**config.mk**
```make
export PLATFORM = sky130hd
export DESIGN_NAME = iserdes_word_aligner
export DESIGN_NICKNAME = d
export VERILOG_FILES = /design/src/rtl/iserdes_align_pkg.sv /design/src/rtl/iserdes_align_lane.sv /design/src/rtl/iserdes_word_aligner.sv
export SDC_FILE = /design/constraint.sdc
export NUM_CORES = 1
export LEC_CHECK = 0
export CAP_MARGIN = 0
export CORE_ASPECT_RATIO = 1.25
export CORE_MARGIN = 2
export CORE_UTILIZATION = 40
export CTS_BUF_LIST = sky130_fd_sc_hd__clkbuf_8
export DETAILED_ROUTE_END_ITERATION = 8
export SETUP_SLACK_MARGIN = 0.02
export SLEW_MARGIN = 20
export SYNTH_ARGS = -nofsm -noshare
export SYNTH_HDL_FRONTEND = slang
export SYNTH_HIERARCHICAL = 1
export SYNTH_SLANG_ARGS = --single-unit
```
**constraint.sdc**
```tcl
create_clock -name clk -period 5.5 [get_ports clk]
set_input_delay 0.825 -clock clk [delete_from_list [all_inputs] [get_ports clk]]
set_output_delay 0.825 -clock clk [all_outputs]
set_load 0.02 [all_outputs]
```
**src/rtl/iserdes_align_pkg.sv**
```systemverilog
// Shared types and helpers for the ISERDES word aligner.
package iserdes_align_pkg;

    // Per-lane alignment state
    typedef enum logic [2:0] {
        IDLE,
        CHECK,
        SLIP,
        WAIT,
        LOCKED,
        FAIL
    } state_t;

    // Widest word the TRAIN_PATTERN parameter can carry
    localparam int MAX_DATA_WIDTH = 64;

    // Bits needed for a counter that must reach n inclusive
    function automatic int cnt_w(input int n);
        return $clog2(n + 1);
    endfunction

endpackage

```
**src/rtl/iserdes_align_lane.sv**
```systemverilog
// One lane of the word aligner: input/output registers, training FSM,
// match/wait/slip counters and the bitslip request.
// Optional LOSS_OF_LOCK_EN: a mismatch while locked and training drops lock
// and resumes searching from the current slip position.
module iserdes_align_lane
    import iserdes_align_pkg::*;
#(
    parameter int                    DATA_WIDTH  = 8,
    parameter logic [DATA_WIDTH-1:0] PATTERN     = 8'h5C,
    parameter int                    MATCH_COUNT = 16,
    parameter int                    SLIP_WAIT   = 4
) (
    input  logic                  clk,
    input  logic                  rst,
    input  logic                  i_train,
    input  logic                  i_train_rise,
    input  logic [DATA_WIDTH-1:0] i_din,
    output logic                  o_bitslip,
    output logic [DATA_WIDTH-1:0] o_dout,
    output logic                  o_dout_valid,
    output logic                  o_locked,
    output logic                  o_align_err
);

    localparam int MC_W = cnt_w(MATCH_COUNT);
    localparam int SW_W = cnt_w(SLIP_WAIT);
    localparam int SC_W = cnt_w(DATA_WIDTH);

    state_t                r_state, w_state_nxt;
    logic [MC_W-1:0]       r_match_cnt, w_match_nxt;
    logic [SW_W-1:0]       r_wait_cnt, w_wait_nxt;
    logic [SC_W-1:0]       r_slip_cnt, w_slip_nxt;
    logic                  r_align_err, w_align_err_nxt;
    logic [DATA_WIDTH-1:0] r_din_q, r_dout;
    logic                  w_match;

    assign w_match = (r_din_q == PATTERN);

    // Two-stage data path: din_q feeds the comparator, dout follows one cycle later
    always_ff @(posedge clk or posedge rst) begin
        if (rst) begin
            r_din_q <= '0;
            r_dout  <= '0;
        end else begin
            r_din_q <= i_din;
            r_dout  <= r_din_q;
        end
    end

    // FSM state and counter registers
    always_ff @(posedge clk or posedge rst) begin
        if (rst) begin
            r_state     <= IDLE;
            r_match_cnt <= '0;
            r_wait_cnt  <= '0;
            r_slip_cnt  <= '0;
            r_align_err <= 1'b0;
        end else begin
            r_state     <= w_state_nxt;
            r_match_cnt <= w_match_nxt;
            r_wait_cnt  <= w_wait_nxt;
            r_slip_cnt  <= w_slip_nxt;
            r_align_err <= w_align_err_nxt;
        end
    end

    // Next-state and counter updates; slip_cnt stops at DATA_WIDTH because
    // reaching it routes a mismatch to FAIL instead of another SLIP
    always_comb begin
        w_state_nxt     = r_state;
        w_match_nxt     = r_match_cnt;
        w_wait_nxt      = r_wait_cnt;
        w_slip_nxt      = r_slip_cnt;
        w_align_err_nxt = r_align_err;
        case (r_state)
            IDLE: begin
                if (i_train) begin
                    w_state_nxt     = CHECK;
                    w_match_nxt     = '0;
                    w_wait_nxt      = '0;
                    w_slip_nxt      = '0;
                    w_align_err_nxt = 1'b0;
                end
            end
            CHECK: begin
                if (!i_train) begin
                    w_state_nxt = IDLE;
                end else if (w_match) begin
                    w_match_nxt = r_match_cnt + 1'b1;
                    if (r_match_cnt == MC_W'(MATCH_COUNT - 1))
                        w_state_nxt = LOCKED;
                end else begin
                    w_match_nxt = '0;
                    if (r_slip_cnt == SC_W'(DATA_WIDTH)) begin
                        w_state_nxt     = FAIL;
                        w_align_err_nxt = 1'b1;
                    end else begin
                        w_state_nxt = SLIP;
                    end
                end
            end
            SLIP: begin
                if (!i_train) begin
                    w_state_nxt = IDLE;
                end else begin
                    w_slip_nxt  = r_slip_cnt + 1'b1;
                    w_wait_nxt  = '0;
                    w_state_nxt = WAIT;
                end
            end
            WAIT: begin
                if (!i_train) begin
                    w_state_nxt = IDLE;
                end else if (r_wait_cnt == SW_W'(SLIP_WAIT - 1)) begin
                    w_wait_nxt  = '0;
                    w_state_nxt = CHECK;
                end else begin
                    w_wait_nxt = r_wait_cnt + 1'b1;
                end
            end
            LOCKED: begin
                if (i_train_rise) begin
                    w_state_nxt     = CHECK;
                    w_match_nxt     = '0;
                    w_wait_nxt      = '0;
                    w_slip_nxt      = '0;
                    w_align_err_nxt = 1'b0;
                end
`ifdef LOSS_OF_LOCK_EN
                else if (i_train && !w_match) begin
                    w_state_nxt = CHECK;
                    w_match_nxt = '0;
                end
`endif
            end
            FAIL: begin
                if (!i_train)
                    w_state_nxt = IDLE;
            end
            default: w_state_nxt = IDLE;
        endcase
    end

    // Gating with train keeps a falling train from issuing a slip
    assign o_bitslip    = (r_state == SLIP) && i_train;
    assign o_locked     = (r_state == LOCKED);
    assign o_dout_valid = (r_state == LOCKED);
    assign o_align_err  = r_align_err;
    assign o_dout       = r_dout;

endmodule

```
**src/rtl/iserdes_word_aligner.sv**
```systemverilog
// Word aligner for NUM_CH ISERDESE2 lanes in the CLKDIV domain. Each lane
// bitslips independently until its words equal TRAIN_PATTERN for
// MATCH_COUNT consecutive cycles, then reports lock and forwards data.
// Optional LOSS_OF_LOCK_EN: mismatch while locked and training drops lock.
module iserdes_word_aligner
    import iserdes_align_pkg::*;
#(
    parameter int                        NUM_CH        = 1,
    parameter int                        DATA_WIDTH    = 8,
    parameter logic [MAX_DATA_WIDTH-1:0] TRAIN_PATTERN = 64'h5C,
    parameter int                        MATCH_COUNT   = 16,
    parameter int                        SLIP_WAIT     = 4
) (
    input  logic                         clk,
    input  logic                         rst,
    input  logic                         train,
    input  logic [NUM_CH*DATA_WIDTH-1:0] din,
    output logic [NUM_CH-1:0]            bitslip,
    output logic [NUM_CH*DATA_WIDTH-1:0] dout,
    output logic [NUM_CH-1:0]            dout_valid,
    output logic [NUM_CH-1:0]            locked,
    output logic [NUM_CH-1:0]            align_err
);

    localparam logic [DATA_WIDTH-1:0] PAT = TRAIN_PATTERN[DATA_WIDTH-1:0];

    logic r_train_d;
    logic w_train_rise;

    // Previous train level for the shared retrain edge detect
    always_ff @(posedge clk or posedge rst) begin
        if (rst) r_train_d <= 1'b0;
        else     r_train_d <= train;
    end

    assign w_train_rise = train & ~r_train_d;

    for (genvar g = 0; g < NUM_CH; g++) begin : g_lane
        iserdes_align_lane #(
            .DATA_WIDTH  (DATA_WIDTH),
            .PATTERN     (PAT),
            .MATCH_COUNT (MATCH_COUNT),
            .SLIP_WAIT   (SLIP_WAIT)
        ) u_lane (
            .clk          (clk),
            .rst          (rst),
            .i_train      (train),
            .i_train_rise (w_train_rise),
            .i_din        (din[g*DATA_WIDTH +: DATA_WIDTH]),
            .o_bitslip    (bitslip[g]),
            .o_dout       (dout[g*DATA_WIDTH +: DATA_WIDTH]),
            .o_dout_valid (dout_valid[g]),
            .o_locked     (locked[g]),
            .o_align_err  (align_err[g])
        );
    end

endmodule
```
==> results.txt, run 1 <==
- Drt total wl: 2610 µm
- Number of hold buffers added after cts: 0
- Hold violation total from the final report: 0
- Inserted Diodes: 0
- Layout filler cell count: 307
- The placed instances occupy a cell area of 0.00167 mm².
- The tightest min-delay check is of the flip-flop to flip-flop type.
* Gate family responsible for the most delay along the worst path: buffers and inverters
- Largest net degree at the start of global routing: 33
* Count of mapped cells out of synthesis: 123
- Counting instances, the worst hold path has a depth of 0.
* Nets: 164
- First-pass iteration count of the detailed router: 4
- In this run the power spent charging and discharging nets is 0.139 mW.
- Multiplexer area fraction after synthesis: 0.787%
- Drt first-iter violations: 36
* Design Area, Final: 0.00179 mm²
- The critical path goes through clkdlybuf4s50_1, inv_1, nor3_1, clkdlybuf4s50_1.
* Final weighted congestion in routability-driven placement: 0.847
- Setup violations remaining at the end of the flow were counted as 0.
* Pre-CTS setup slack: 2230 ps
- Cell types occupying the most area after synthesis: sky130_fd_sc_hd__dfrtp_1, sky130_fd_sc_hd__ha_1, sky130_fd_sc_hd__nand2_1
- After detailed placement, the design holds a cell count of 180.
- Total power for the finished layout comes to 0.576 mW.
- Most common library cell in the layout ignoring fill and taps: sky130_fd_sc_hd__dfrtp_1
- The number of nets in the synthesized netlist is 139.
- Chip Height: 70.9 µm
- The initial antenna violation count came to 0.
- Yosys cell types: 37
- Counting both buffers and inverters, the worst setup path holds a total of 3.
- After Yosys synthesis, full adders, half adders and majority gates account for 4.37% of the synthesized area.
* Initial Utilization: 41.4%
- Syn. warnings: 6
- The number of setup buffers added after CTS is 0.
* Switching share of total power: 24.1%
- GRT Total Usage: 14.6%
* Class of the most critical setup path: input port to output port
- The most numerous cell type found on the critical path is sky130_fd_sc_hd__clkdlybuf4s50_1.
- Top cell type by total area after synthesis: sky130_fd_sc_hd__dfrtp_1
* Die area: 0.00407 mm²
- For the final routed database, the setup TNS stands at 0 ps.
* Clock sink count: 33
- Detailed-route DRC error count: 0
- Setup repair after global routing left no endpoint under its margin.
* Netlist area before placement: 0.00143 mm²
* Synth Register Bits: 33
- Non-filler instance count after layout: 188
- Sequential standard cell area: 826 µm²
* Max-capacitance violation count: 0
* Wire length of the first global-routing pass: 4460 µm
- Across the routed clock network, the largest skew measured is 4.52 ps.
- Post-synthesis average cell area: 11.6 µm²
- Count of pins over their slew limit: 0
- The clock passes through at most 2 buffers.
- Sequential elements use 57.7% of the synthesized area.
- The number of global-route vias before repair came to 1001.
* Count of instances resized after the clock tree is built: 0
* Status: finished, final reports clean
* Endpoint class of the critical path: output port
- Layout Area Growth over Synthesis: 24.8%
* Total core area: 0.00345 mm²
* Placement Rows: 24
- Combinational cells account for 12.2% of the total power.
- Final antenna-violating net count: 0
- The clock tree synthesis step divided the H-tree into 2 levels.
* Clock slew at reported path FFs: 70 ps
- Relative max-transition margin: 71.6%
- Cell area power density: 322 mW/mm²
- Total CTS buffers: 5
* Main combinational cell family by area after synthesis: simple AND/OR/NAND/NOR gates
- Area share of the largest cell type after synthesis: 57.7%
* Number of cells traversed by the worst register-to-register path: 5
- In this run the worst path has a maximum fanout of 9.
* Clock latency of the later-clocked register in the worst-skew pair: 280 ps
- Register share of total power: 47.7%
- Clock tree from TritonCTS: yes
- For this design the top-level I/O count stands at 23.
- The synthesized netlist devotes 1.22% of its cell area to XOR and XNOR gates.
- Ratio of cells with drive above 1 in the final layout: 11.4%
- Clk Tree Root Cell: sky130_fd_sc_hd__clkbuf_8
* Compound-Gate Fraction of Synth Area: 12.9%
* Largest stage delay on the critical path: 670 ps
- Aggregate global routing overflow: 0
* Area occupied by multi-input gates: 533 µm²
- Dividing the detail-routed via count by the number of cells gives 5.21.
* Timing-limited maximum frequency: 0.303 GHz
- Maximum resistive drop on vdd: 0.235 mV
- Stages on worst setup path: 4
* Total via count in the routed design: 980
- Die width: 57.5 µm
* CP max-delay cell: sky130_fd_sc_hd__clkdlybuf4s50_1
- The internal portion of the total power is 0.437 mW.
- During placement, the flow inserted port buffers numbering 22.
* Clock period minus worst slack: 3300 ps
* Leakage dissipation: 0.775 nW
* Synth Area in Simple Gates: 18.0%
- After detailed routing, the average wire length per cell comes to 13.9 µm.
- Arr. time, crit path: 2480 ps
* Highest-count cells in the layout ignoring fill and taps: sky130_fd_sc_hd__dfrtp_1, sky130_fd_sc_hd__clkdlybuf4s50_1, sky130_fd_sc_hd__inv_1, sky130_fd_sc_hd__nand2_1
- Once detailed placement completed, the half-perimeter wirelength came to 1850 µm.
* Required time at the worst-slack endpoint: 4680 ps
- Dividing the final minimum period by the clock period gives 60.1%.
- The clock network accounts for 40.1% of the total power.
* Slew of the pin with the lowest slew margin: 427 ps
- The worst setup path is launched from an input port.
* Worst-case setup margin in the final layout: 2200 ps
-- layout make-up --
class,instances,area share [%]
clock buffer,6,4.63
clock inverter,2,1.89
inverter,9,1.89
multi-input combinational,76,29.9
sequential,33,46.3
tap,39,2.73
timing repair buffer,23,12.8
-- kinds of logic after synthesis --
logic type | count (synthesis)
and+or+nand+nor | 42
DFF | 33
AOI/OAI and AO/OA | 26
buffers and inverters | 14
adders and majority gates | 5
xor gates and xnor gates | 2
muxes | 1
-- worst reg2reg max path, stage by stage, from the launching register on --
cell and delay, ps:
sky130_fd_sc_hd__dfrtp_1 410, sky130_fd_sc_hd__ha_1 230, sky130_fd_sc_hd__and3_1 190, sky130_fd_sc_hd__ha_1 210, sky130_fd_sc_hd__o41ai_2 380, sky130_fd_sc_hd__mux2_2 380
-- metal layers --
layer	vias up	track usage [%]	part of all wire [%]
li1	476	-	-
met2	33	22.2	45
met1	465	17.1	45
met4	0	8.79	2.5
met5	-	0	0
met3	6	5.85	7.5
-- per-stage QoR --
| step | hold slack, ps | util, % |
|---|---|---|
| 2_1_floorplan | 346 | - |
| 3_3_place_gp | 350 | 48.3 |
| 3_5_place_dp | 354 | 48.3 |
| 4_1_cts | 373 | 51.7 |
| 5_1_grt | 382 | 51.7 |
| 6_report | 370 | 51.7 |
-- cells in the mapped netlist --
cell,count
sky130_fd_sc_hd__and3_1,1
sky130_fd_sc_hd__o32a_1,1
sky130_fd_sc_hd__o41ai_2,1
sky130_fd_sc_hd__nor2_1,5
sky130_fd_sc_hd__a31oi_1,1
sky130_fd_sc_hd__buf_6,2
sky130_fd_sc_hd__nand2b_4,1
sky130_fd_sc_hd__nand2b_1,4
sky130_fd_sc_hd__o21ai_0,6
sky130_fd_sc_hd__a21o_1,1
sky130_fd_sc_hd__ha_1,5
sky130_fd_sc_hd__o22ai_1,1
sky130_fd_sc_hd__buf_4,1
sky130_fd_sc_hd__nor2b_1,1
sky130_fd_sc_hd__o31ai_2,1
sky130_fd_sc_hd__and2b_1,1
sky130_fd_sc_hd__nor2b_4,1
sky130_fd_sc_hd__xnor2_1,2
sky130_fd_sc_hd__clkbuf_1,2
sky130_fd_sc_hd__nand3b_1,3
sky130_fd_sc_hd__o2bb2ai_1,1
sky130_fd_sc_hd__a21oi_1,6
sky130_fd_sc_hd__nand4b_1,1
sky130_fd_sc_hd__mux2_2,1
sky130_fd_sc_hd__a2bb2oi_1,2
sky130_fd_sc_hd__nor3b_1,3
sky130_fd_sc_hd__nand3_1,6
sky130_fd_sc_hd__and4bb_2,2
sky130_fd_sc_hd__or2_4,1
sky130_fd_sc_hd__inv_1,9
sky130_fd_sc_hd__dfrtp_1,33
sky130_fd_sc_hd__or2_2,1
sky130_fd_sc_hd__o21a_1,1
sky130_fd_sc_hd__nor3_1,1
sky130_fd_sc_hd__a211oi_1,3
sky130_fd_sc_hd__nand2_1,10
sky130_fd_sc_hd__a311oi_1,1
-- final timing paths --
path | slack (ps) | start | end
max in group asynchronous | 4250 | rst | g_lane[0].u_lane/o_dout[5]
min in group asynchronous | 710 | rst | r_train_d
setup / recovery | 2200 | train | bitslip
hold / removal | 370 | g_lane[0].u_lane/r_din_q[4] | g_lane[0].u_lane/o_dout[4]
setup reg to reg | 3590 | g_lane[0].u_lane/r_match_cnt[0] | g_lane[0].u_lane/r_state[2]
hold reg to reg | 370 | g_lane[0].u_lane/r_din_q[4] | g_lane[0].u_lane/o_dout[4]
-- power by group through the flow --
stage / clock, mW / combinational, mW / sequential (mW)
after floorplan: 0 / 0.0495 / 0.274
after global placement: 0 / 0.0711 / 0.278
after detailed placement: 0 / 0.0704 / 0.279
after CTS: 0.239 / 0.0712 / 0.274
after global routing: 0.248 / 0.0785 / 0.277
final: 0.231 / 0.0703 / 0.274
-- sequential cells by signal, indices dropped and copies added (netlist names) --
signal	flops
g_lane.u_lane/r_state	3
g_lane.u_lane/r_din_q	8
g_lane.u_lane/r_slip_cnt	4
g_lane.u_lane/r_wait_cnt	3
g_lane.u_lane/o_dout	8
g_lane.u_lane/r_match_cnt	5
r_train_d	1
g_lane.u_lane/o_align_err	1
Note: power is estimated with default switching activity, not from simulation.
==> inputs of run 2 (changes only) <==
clock period = 2.94 ns   (was 5.5 ns; I/O delays follow)
==> run 2 against run 1 <==
Compared with the run above:
- sequential share of layout area is 0.69 points higher
- combinational power rose by 91%
- utilization decreased by 0.76 points
- register-to-register slack got worse by 2600 ps
- critical path type is now flip-flop to output port
- routed wire length up 5.3%
- clock skew about the same
- die area unchanged
- flip-flop and latch count stayed put
- sequential power up 87%
- design area shrank 1.5%
- count of clock-buffer cells in the layout is 1 lower
==> results.txt, run 2 (same netlist as run 1, synthesis figures left out) <==
* Largest stage delay on the critical path: 640 ps
- The root buffer cell chosen for the clock tree is sky130_fd_sc_hd__clkbuf_8.
- Type of the worst min-delay path: input port to asynchronous set/reset pin
- Max-capacitance violation count: 0
* Maximum resistive drop on vdd: 0.351 mV
- Clock tree synthesis inserted a total of 5 buffers.
* Total core area: 0.00345 mm²
- Detail Route met2 WL: 1330 µm
* Clock sink count: 33
- The library cell used most frequently in the layout, excluding fill and tap cells, is sky130_fd_sc_hd__dfrtp_1.
* Die area: 0.00407 mm²
- Aggregate negative setup slack: 0 ps
- Dividing the detail-routed wire length by the instance count gives 14.5 µm.
- Status: finished, final reports clean
- In this run, the number of DRC markers left after iteration 0 of detailed routing was 43.
- Initial Utilization: 41.4%
- TritonCTS built the clock tree.
- Aggregate global routing overflow: 0
* Post-CTS setup buffers: 0
- Hold violation total from the final report: 0
- Count of instances resized after the clock tree is built: 0
- The number of hold buffers added after CTS was 0.
* Reg-to-reg startpoint: g_lane[0].u_lane/r_match_cnt[0]
* Layout Area Growth over Synthesis: 23.0%
- Worst Setup SP: g_lane[0].u_lane/r_state[0]
* Wire length of the first global-routing pass: 4710 µm
- Class of the most critical setup path: flip-flop to output port
* Number of primary I/O pins: 23
* Number of antenna violations at the first check in global routing: 0
- The floorplan step set the die width to 57.5 µm.
- Clock latency of the later-clocked register in the worst-skew pair: 280 ps
- Arr. time, crit path: 1990 ps
* Ratio of cells with drive above 1 in the final layout: 12.0%
- Required time at the worst-slack endpoint: 2500 ps
- Clock slew at reported path FFs: 60 ps
- The critical path goes through or2_2, nor2_1, clkdlybuf4s50_1.
- Reg-to-reg slack, setup: 1030 ps
* Chip Height: 70.9 µm
- The first detailed-routing pass took 4 iterations.
- The worst setup path is captured at an output port.
* Top fanout value on the critical path: 15
* Placed wire-length estimate after detailed placement: 2020 µm
- Setup violations remaining at the end of the flow were counted as 0.
- The largest individual stage delay along the critical path comes from the cell sky130_fd_sc_hd__clkdlybuf4s50_1.
- Layout filler cell count: 302
- In the final routing, the length of wire on met1 measures 1170 µm.
- Placement Rows: 24
- Entering global routing, the biggest net connects 20 pins.
- Uppermost metal layer occupied by signal nets: met4
- After layout, the worst setup slack is 512 ps.
- At the pin with the least slew margin, the transition time is 717 ps.
* Count of pins over their slew limit: 0
* Final period utilization: 82.6%
- Dividing total power by cell area gives a power density of 550 mW/mm².
* Pre-CTS setup slack: 695 ps
- The worst path in the final design needs a cycle of 2430 ps, including I/O delays and setup.
* Highest-count cells in the layout ignoring fill and taps: sky130_fd_sc_hd__dfrtp_1, sky130_fd_sc_hd__clkdlybuf4s50_1, sky130_fd_sc_hd__inv_1, sky130_fd_sc_hd__nand2_1
- The count of buffers added on input and output ports is 22.
- For this run, design rule violations remaining after detail routing come to 0.
* Nets: 165
- Final antenna-violating net count: 0
* Inserted Diodes: 0
- Total via count in the routed design: 997
- Headroom to the max-slew limit came out at 52.2%.
- STA classifies the critical path startpoint as a flip-flop.
- Drt total wl: 2740 µm
* Met3 wire len: 181 µm
- The longest clock path from root to sink contains 2 buffers.
* Timing-limited maximum frequency: 0.412 GHz
- Final weighted congestion in routability-driven placement: 0.764
* Setup skew after layout: 4.09 ps
* Mean number of vias per cell: 5.28
- For this design the static power due to leakage is 0.767 nW.
- # H-tree levels: 2
- GRT Total Usage: 15.5%
- Number of global-route vias before repair: 977
- Setup repair after global routing missed its margin: no
## run 2: changes by cell type in the layout (fill, tap and decap cells not counted)
cell	delta
sky130_fd_sc_hd__buf_4	+1
sky130_fd_sc_hd__bufinv_16	-1
sky130_fd_sc_hd__clkbuf_8	-1
sky130_fd_sc_hd__clkinv_2	+2
## run 2: stage by stage
stage	util, %	hold slack, ps	total power [mW]	std cells	instance area [µm²]
6_report	50.9	324	0.968	189	1760
4_1_cts	50.9	312	0.985	189	1760
3_5_place_dp	48.6	359	0.657	181	1680
2_1_floorplan	-	170	0.604	123	1430
3_3_place_gp	48.6	350	0.652	181	1680
5_1_grt	50.9	329	1.03	189	1760
## run 2: layout make-up
cell class,instances,area [µm²],area share (%)
Tap cell,39,48.8,2.77
Multi-Input combinational cell,76,533,30.3
Timing Repair Buffer,24,235,13.4
Clock inverter,3,13.8,0.782
Inverter,9,33.8,1.92
Sequential cell,33,826,46.9
Clock buffer,5,68.8,3.91
## run 2: critical path: cells and delay by family, from the launching register on
kind | cells | cell delay [ps]
buffers and inverters | 1 | 640
DFF | 1 | 530
and+or+nand+nor | 2 | 530
## run 2: final timing paths
| kind | to | cells past startpoint |
|---|---|---|
| worst min register to register | g_lane[0].u_lane/o_dout[7] | 0 |
| worst min-delay path | r_train_d | 2 |
| min in group clk | g_lane[0].u_lane/o_dout[7] | 0 |
| max in group asynchronous | g_lane[0].u_lane/r_match_cnt[3] | 3 |
| worst max-delay path | dout_valid | 3 |
| worst max register to register | g_lane[0].u_lane/r_state[2] | 5 |
## run 2: routing by layer
| metal | track usage [%] | vias to the layer above |
|---|---|---|
| met2 | 24.2 | 32 |
| met1 | 18.7 | 484 |
| met4 | 7.75 | 0 |
| met5 | 0 | - |
| li1 | - | 476 |
| met3 | 5.67 | 5 |
## run 2: report_power, final
part	internal, mW	switching (mW)
Sequential	0.482	0.0310
Clock	0.160	0.161
Combinational	0.0645	0.0695
